==> src/rtl/usr_pkg.sv <==
// Shared opcodes, FSM state type and exit-bit helper for the universal shift register.
package usr_pkg;

    localparam logic [2:0] OP_HOLD  = 3'b000;
    localparam logic [2:0] OP_LOAD  = 3'b001;
    localparam logic [2:0] OP_CLEAR = 3'b010;
    localparam logic [2:0] OP_SLL   = 3'b011;
    localparam logic [2:0] OP_SRL   = 3'b100;
    localparam logic [2:0] OP_ROL   = 3'b101;
    localparam logic [2:0] OP_ROR   = 3'b110;
    localparam logic [2:0] OP_ASR   = 3'b111;

    typedef enum logic {
        ST_IDLE = 1'b0,
        ST_STEP = 1'b1
    } state_e;

    // Left-moving ops push out the MSB, right-moving ops push out the LSB.
    function automatic logic exit_bit(input logic [2:0] op, input logic msb, input logic lsb);
        logic b;
        b = 1'b0;
        case (op)
            OP_SLL, OP_ROL:         b = msb;
            OP_SRL, OP_ROR, OP_ASR: b = lsb;
            default:                b = 1'b0;
        endcase
        return b;
    endfunction

endpackage

==> src/rtl/usr_step.sv <==
// One-step combinational shift/rotate unit: next register value and the bit leaving it.
module usr_step
    import usr_pkg::*;
#(
    parameter int WIDTH = 8
) (
    input  logic [2:0]       op_i,
    input  logic [WIDTH-1:0] q_i,
    input  logic             sin_i,
    output logic [WIDTH-1:0] q_next_o,
    output logic             bit_out_o
);

    always_comb begin
        q_next_o = q_i;
        case (op_i)
            OP_SLL:  q_next_o = {q_i[WIDTH-2:0], sin_i};
            OP_SRL:  q_next_o = {sin_i, q_i[WIDTH-1:1]};
            OP_ROL:  q_next_o = {q_i[WIDTH-2:0], q_i[WIDTH-1]};
            OP_ROR:  q_next_o = {q_i[0], q_i[WIDTH-1:1]};
            OP_ASR:  q_next_o = {q_i[WIDTH-1], q_i[WIDTH-1:1]};
            default: q_next_o = q_i;
        endcase
    end

    assign bit_out_o = exit_bit(op_i, q_i[WIDTH-1], q_i[0]);

endmodule

==> src/rtl/univ_shift_reg.sv <==
// Universal register: single-cycle load/clear plus multi-cycle shift/rotate commands
// executed one bit per clock, with busy/done handshake and serial in/out.
module univ_shift_reg
    import usr_pkg::*;
#(
    parameter int               WIDTH     = 8,
    parameter int               CNT_W     = 4,
    parameter logic [WIDTH-1:0] RESET_VAL = '0
) (
    input  logic             clk_i,
    input  logic             rst_ni,
    input  logic             ld_i,
    input  logic [WIDTH-1:0] d_i,
    input  logic             start_i,
    input  logic [2:0]       op_i,
    input  logic [CNT_W-1:0] amt_i,
    input  logic             sin_i,
    output logic [WIDTH-1:0] q_o,
    output logic             sout_o,
    output logic             busy_o,
    output logic             done_o
);

    state_e             state_q, state_d;
    logic [WIDTH-1:0]   q_q, q_d;
    logic [CNT_W-1:0]   count_q, count_d;
    logic [2:0]         op_q, op_d;
    logic               sout_q, sout_d;
    logic               done_q, done_d;

    logic [WIDTH-1:0]   step_q_next;
    logic               step_bit;

    usr_step #(
        .WIDTH (WIDTH)
    ) u_step (
        .op_i      (op_q),
        .q_i       (q_q),
        .sin_i     (sin_i),
        .q_next_o  (step_q_next),
        .bit_out_o (step_bit)
    );

    always_ff @(posedge clk_i or negedge rst_ni) begin
        if (!rst_ni) begin
            state_q <= ST_IDLE;
            q_q     <= RESET_VAL;
            count_q <= '0;
            op_q    <= OP_HOLD;
            sout_q  <= 1'b0;
            done_q  <= 1'b0;
        end else begin
            state_q <= state_d;
            q_q     <= q_d;
            count_q <= count_d;
            op_q    <= op_d;
            sout_q  <= sout_d;
            done_q  <= done_d;
        end
    end

    always_comb begin
        state_d = state_q;
        q_d     = q_q;
        count_d = count_q;
        op_d    = op_q;
        sout_d  = sout_q;
        done_d  = 1'b0;

        case (state_q)
            ST_IDLE: begin
                if (start_i) begin
                    case (op_i)
                        OP_HOLD:  done_d = 1'b1;
                        OP_LOAD: begin
                            q_d    = d_i;
                            done_d = 1'b1;
                        end
                        OP_CLEAR: begin
                            q_d    = '0;
                            done_d = 1'b1;
                        end
                        default: begin
                            // A zero-length shift completes immediately without entering STEP.
                            if (amt_i == '0) begin
                                done_d = 1'b1;
                            end else begin
                                op_d    = op_i;
                                count_d = amt_i;
                                state_d = ST_STEP;
                            end
                        end
                    endcase
                end else if (ld_i) begin
                    q_d = d_i;
                end
            end

            ST_STEP: begin
                q_d     = step_q_next;
                sout_d  = step_bit;
                count_d = count_q - 1'b1;
                if (count_q == CNT_W'(1)) begin
                    state_d = ST_IDLE;
                    done_d  = 1'b1;
                end
            end

            default: state_d = ST_IDLE;
        endcase
    end

    assign q_o    = q_q;
    assign sout_o = sout_q;
    assign busy_o = (state_q == ST_STEP);
    assign done_o = done_q;

endmodule

==> config.mk <==
export PLATFORM = sky130hd
export DESIGN_NAME = univ_shift_reg
export DESIGN_NICKNAME = d
export VERILOG_FILES = /design/src/rtl/usr_pkg.sv /design/src/rtl/usr_step.sv /design/src/rtl/univ_shift_reg.sv
export SDC_FILE = /design/constraint.sdc
export NUM_CORES = 1
export LEC_CHECK = 0
export CAP_MARGIN = 20
export CORE_MARGIN = 2
export CORE_UTILIZATION = 40
export CTS_CLUSTER_DIAMETER = 200
export DETAILED_ROUTE_END_ITERATION = 6
export DONT_BUFFER_PORTS = 1
export HOLD_SLACK_MARGIN = 0.02
export PLACE_DENSITY_LB_ADDON = 0.2
export SKIP_LAST_GASP = 1
export SLEW_MARGIN = 30
export SYNTH_ARGS = -nofsm -noshare
export SYNTH_HDL_FRONTEND = slang
export SYNTH_HIERARCHICAL = 1
export SYNTH_SLANG_ARGS = --single-unit
export TNS_END_PERCENT = 20
==> constraint.sdc <==
create_clock -name clk_i -period 4.8 [get_ports clk_i]
set_input_delay 0.96 -clock clk_i [delete_from_list [all_inputs] [get_ports clk_i]]
set_output_delay 0.96 -clock clk_i [all_outputs]
set_load 0.03 [all_outputs]
==> flow_metrics.env <==
export IMPL_max_stage_delay_ps=480
export IMPL_syn_to_final_growth_pct=2.98
export IMPL_grt_overflow=0
export IMPL_dr_pass1_iters=4
export IMPL_routed_via_density=5.70
export IMPL_syn_inst=149
export IMPL_insertedDiodeCount=0
export IMPL_ir_drop_uv=388
export IMPL_start_util=0.415
export IMPL_port_buffers=0
export IMPL_fin_area_um2=1430
export IMPL_dr_total_vias=1089
export IMPL_setup_violations=0
export IMPL_die_width_um=62.9
export IMPL_power_density_nw_per_um2=779
export IMPL_cts_tree="built"
export IMPL_setup_ws_ps=2690
export IMPL_cp_start_kind="flip-flop"
export IMPL_cts_max_level=1
export IMPL_path_cells="buf_4"
export IMPL_syn_cell_area_um2=1390
export IMPL_async_reset_ff_frac=1.00
export IMPL_leakage_nw=0.564
export IMPL_pin_count=31
export IMPL_core_area_um2=3340
export IMPL_rsz0062_at_grt="no"
export IMPL_grt_total_usage=0.162
export IMPL_hold_path_class="input port to async pin"
export IMPL_rr_endpoint="q_o[2]$_DFFE_PN0P_"
export IMPL_routed_wl_um=3080
export IMPL_worstRegToRegCells=6
export IMPL_rows=21
export IMPL_endpoint_kind="primary output"
export IMPL_timing_rr_start="op_q[1]$_DFFE_PN0P_"
export IMPL_maxCapViolations=0
export IMPL_drv_slew=0
export IMPL_nets=168
export IMPL_slowest_stage="dfrtp_1"
export IMPL_final_antenna_net_count=0
export IMPL_root_buffer="clkbuf_4"
export IMPL_remaining_drc_errors=0
export IMPL_place_gp_congestion=0.733
export IMPL_synth_area_per_cell_um2=9.30
export IMPL_tns_ps=0
export IMPL_post_cts_resize_count=0
export IMPL_cts_sinks=18
export IMPL_cts_setup_buffers=0
export IMPL_worstPathRequired_ps=3840
export IMPL_ys_flop_type="dfrtp_1"
export IMPL_critPathKind="flip-flop to primary output"
export IMPL_synth_seq_cells=18
export IMPL_insertion_delay_ps=290
export IMPL_skew_ps=0.839
export IMPL_holdBufCountCts=0
export IMPL_fin_util=0.428
export IMPL_synth_edf_count=0
export IMPL_clock_path_buffers=2
export IMPL_grt_pass1_vias=1006
export IMPL_hold_violations=0
export IMPL_outcome="completed"
export IMPL_yosys_warnings=6
export IMPL_drive_gt1_frac=0.179
export IMPL_numCtsBuffers=3
export IMPL_drtIter0Drc=85
export IMPL_synth_seq_area_share=0.325
export IMPL_crit_family="flip-flops"
export IMPL_wl_per_cell_um=16.1
export IMPL_hpwl_um=2180
export IMPL_slew_headroom=0.559
export IMPL_fin_crit_ps=2110
export IMPL_worst_slew_pin_slew_ps=661
export IMPL_antenna_found_initial=0
export IMPL_die_area_um2=3950
export IMPL_die_h_um=62.9
export IMPL_clkTransAtPathRegs_ps=110
export IMPL_max_freq_mhz=474
export IMPL_grt_max_degree=32
export IMPL_place_area_um2=1390
export IMPL_grt_pass1_wl_um=5240
export IMPL_cp_num_buf_inv=1
export IMPL_ys_types=37
export IMPL_cp_max_fo=22
export IMPL_syn_nets=171
export IMPL_cp_arrival_ps=1150
export IMPL_min_period_over_period=0.440
export IMPL_dp_slack_ps=2650
export IMPL_r2r_slack_ps=2830
## synth_stat cells (2+ instances only)
| cell | n | area share |
|---|---|---|
| nand2b_1 | 9 | 0.041 |
| mux2_2 | 12 | 0.097 |
| inv_1 | 7 | 0.019 |
| ha_1 | 2 | 0.018 |
| buf_4 | 3 | 0.016 |
| o31ai_1 | 4 | 0.022 |
| dfrtp_1 | 18 | 0.32 |
| a22oi_1 | 4 | 0.022 |
| a31oi_1 | 9 | 0.041 |
| a21o_1 | 2 | 0.011 |
| nor2_1 | 8 | 0.022 |
| mux2i_1 | 3 | 0.022 |
| o21ai_0 | 10 | 0.036 |
| nand3_1 | 3 | 0.011 |
| xnor2_1 | 2 | 0.013 |
| a21oi_1 | 6 | 0.022 |
| buf_6 | 2 | 0.016 |
| nand2_1 | 12 | 0.032 |
| o21ai_1 | 2 | 0.0072 |
| o221a_1 | 5 | 0.041 |
| nor3_1 | 7 | 0.025 |
| nor4_4 | 2 | 0.031 |
| clkbuf_1 | 3 | 0.0081 |
## report_power, final
part	switching (mW)	internal [mW]	leakage, nW
clock	0.0485	0.0462	0.0210
sequential	0.252	0.226	0.214
combinational	0.240	0.299	0.329
total	0.541	0.571	0.564
## area by class of cell
class / instances / area (µm²)
Timing Repair Buffer: 1 / 7.51
Multi-Input combinational cell: 114 / 845
Inverter: 8 / 30.0
Tap cell: 46 / 57.6
Fill cell: 343 / 1910
Clock buffer: 4 / 36.3
Sequential cell: 18 / 452
## per-stage QoR
| stage | power, mW | hold slack, ps | instances |
|---|---|---|---|
| 5_1_grt | 1.21 | 325 | 191 |
| 6_report | 1.11 | 347 | 191 |
| 2_1_floorplan | 0.940 | 482 | 149 |
| 4_1_cts | 1.12 | 335 | 191 |
| 3_5_place_dp | 1.02 | 547 | 187 |
| 3_3_place_gp | 1.00 | 545 | 187 |
## sequential cells by signal, summed over array words and instances, names as in the netlist
signal and cells:
busy_o 1, count_q 4, done_o 1, op_q 3, q_o 8, sout_o 1
## layer usage
metal | part of all wire | GRT usage | vias to the layer above
li1 | - | - | 543
met1 | 0.48 | 0.233 | 508
met2 | 0.46 | 0.243 | 36
met3 | 0.065 | 0.0414 | 2
met5 | 0 | 0 | -
met4 | 0.0029 | 0.0333 | 0
## how the worst max path moves through the flow
stage               depth (start not counted)                 from  slack, ps                  to
floorplan                                   3              op_i[0]       2800  q_o[0]$_DFFE_PN0P_
global placement                            3              op_i[0]       2700  q_o[6]$_DFFE_PN0P_
detailed placement                          6  op_q[2]$_DFFE_PN0P_       2650  q_o[2]$_DFFE_PN0P_
CTS                                         6  op_q[2]$_DFFE_PN0P_       2640  q_o[2]$_DFFE_PN0P_
global route                                1     busy_o$_DFF_PN0_       2570              busy_o
finish                                      1     busy_o$_DFF_PN0_       2690              busy_o
## placed cells by master (no fill, tap or decap), types with 2 or more instances in the layout
cell / count
ha_1: 2
clkbuf_4: 3
a21oi_1: 6
o21ai_1: 2
a22oi_1: 4
nor3_1: 7
o21ai_0: 10
mux2i_1: 3
nor2_1: 8
inv_1: 7
dfrtp_1: 17
xnor2_1: 2
o31ai_1: 4
nand2b_1: 9
o221a_1: 5
nand2_1: 12
nor4_4: 2
a31oi_1: 9
mux2_2: 12
a21o_1: 2
nand3_1: 3
## cell families (layout without fill, tap and decap cells)
kind of cell	count (synthesis)	count (layout)	share of synthesized area
compound gates	47	47	0.246
simple gates	46	46	0.195
flops	18	18	0.325
buf+inv	17	13	0.0659
mux	15	15	0.119
xor+xnor	4	4	0.0307
fa+ha+maj	2	2	0.0180
(Power assumes the default switching activity.)
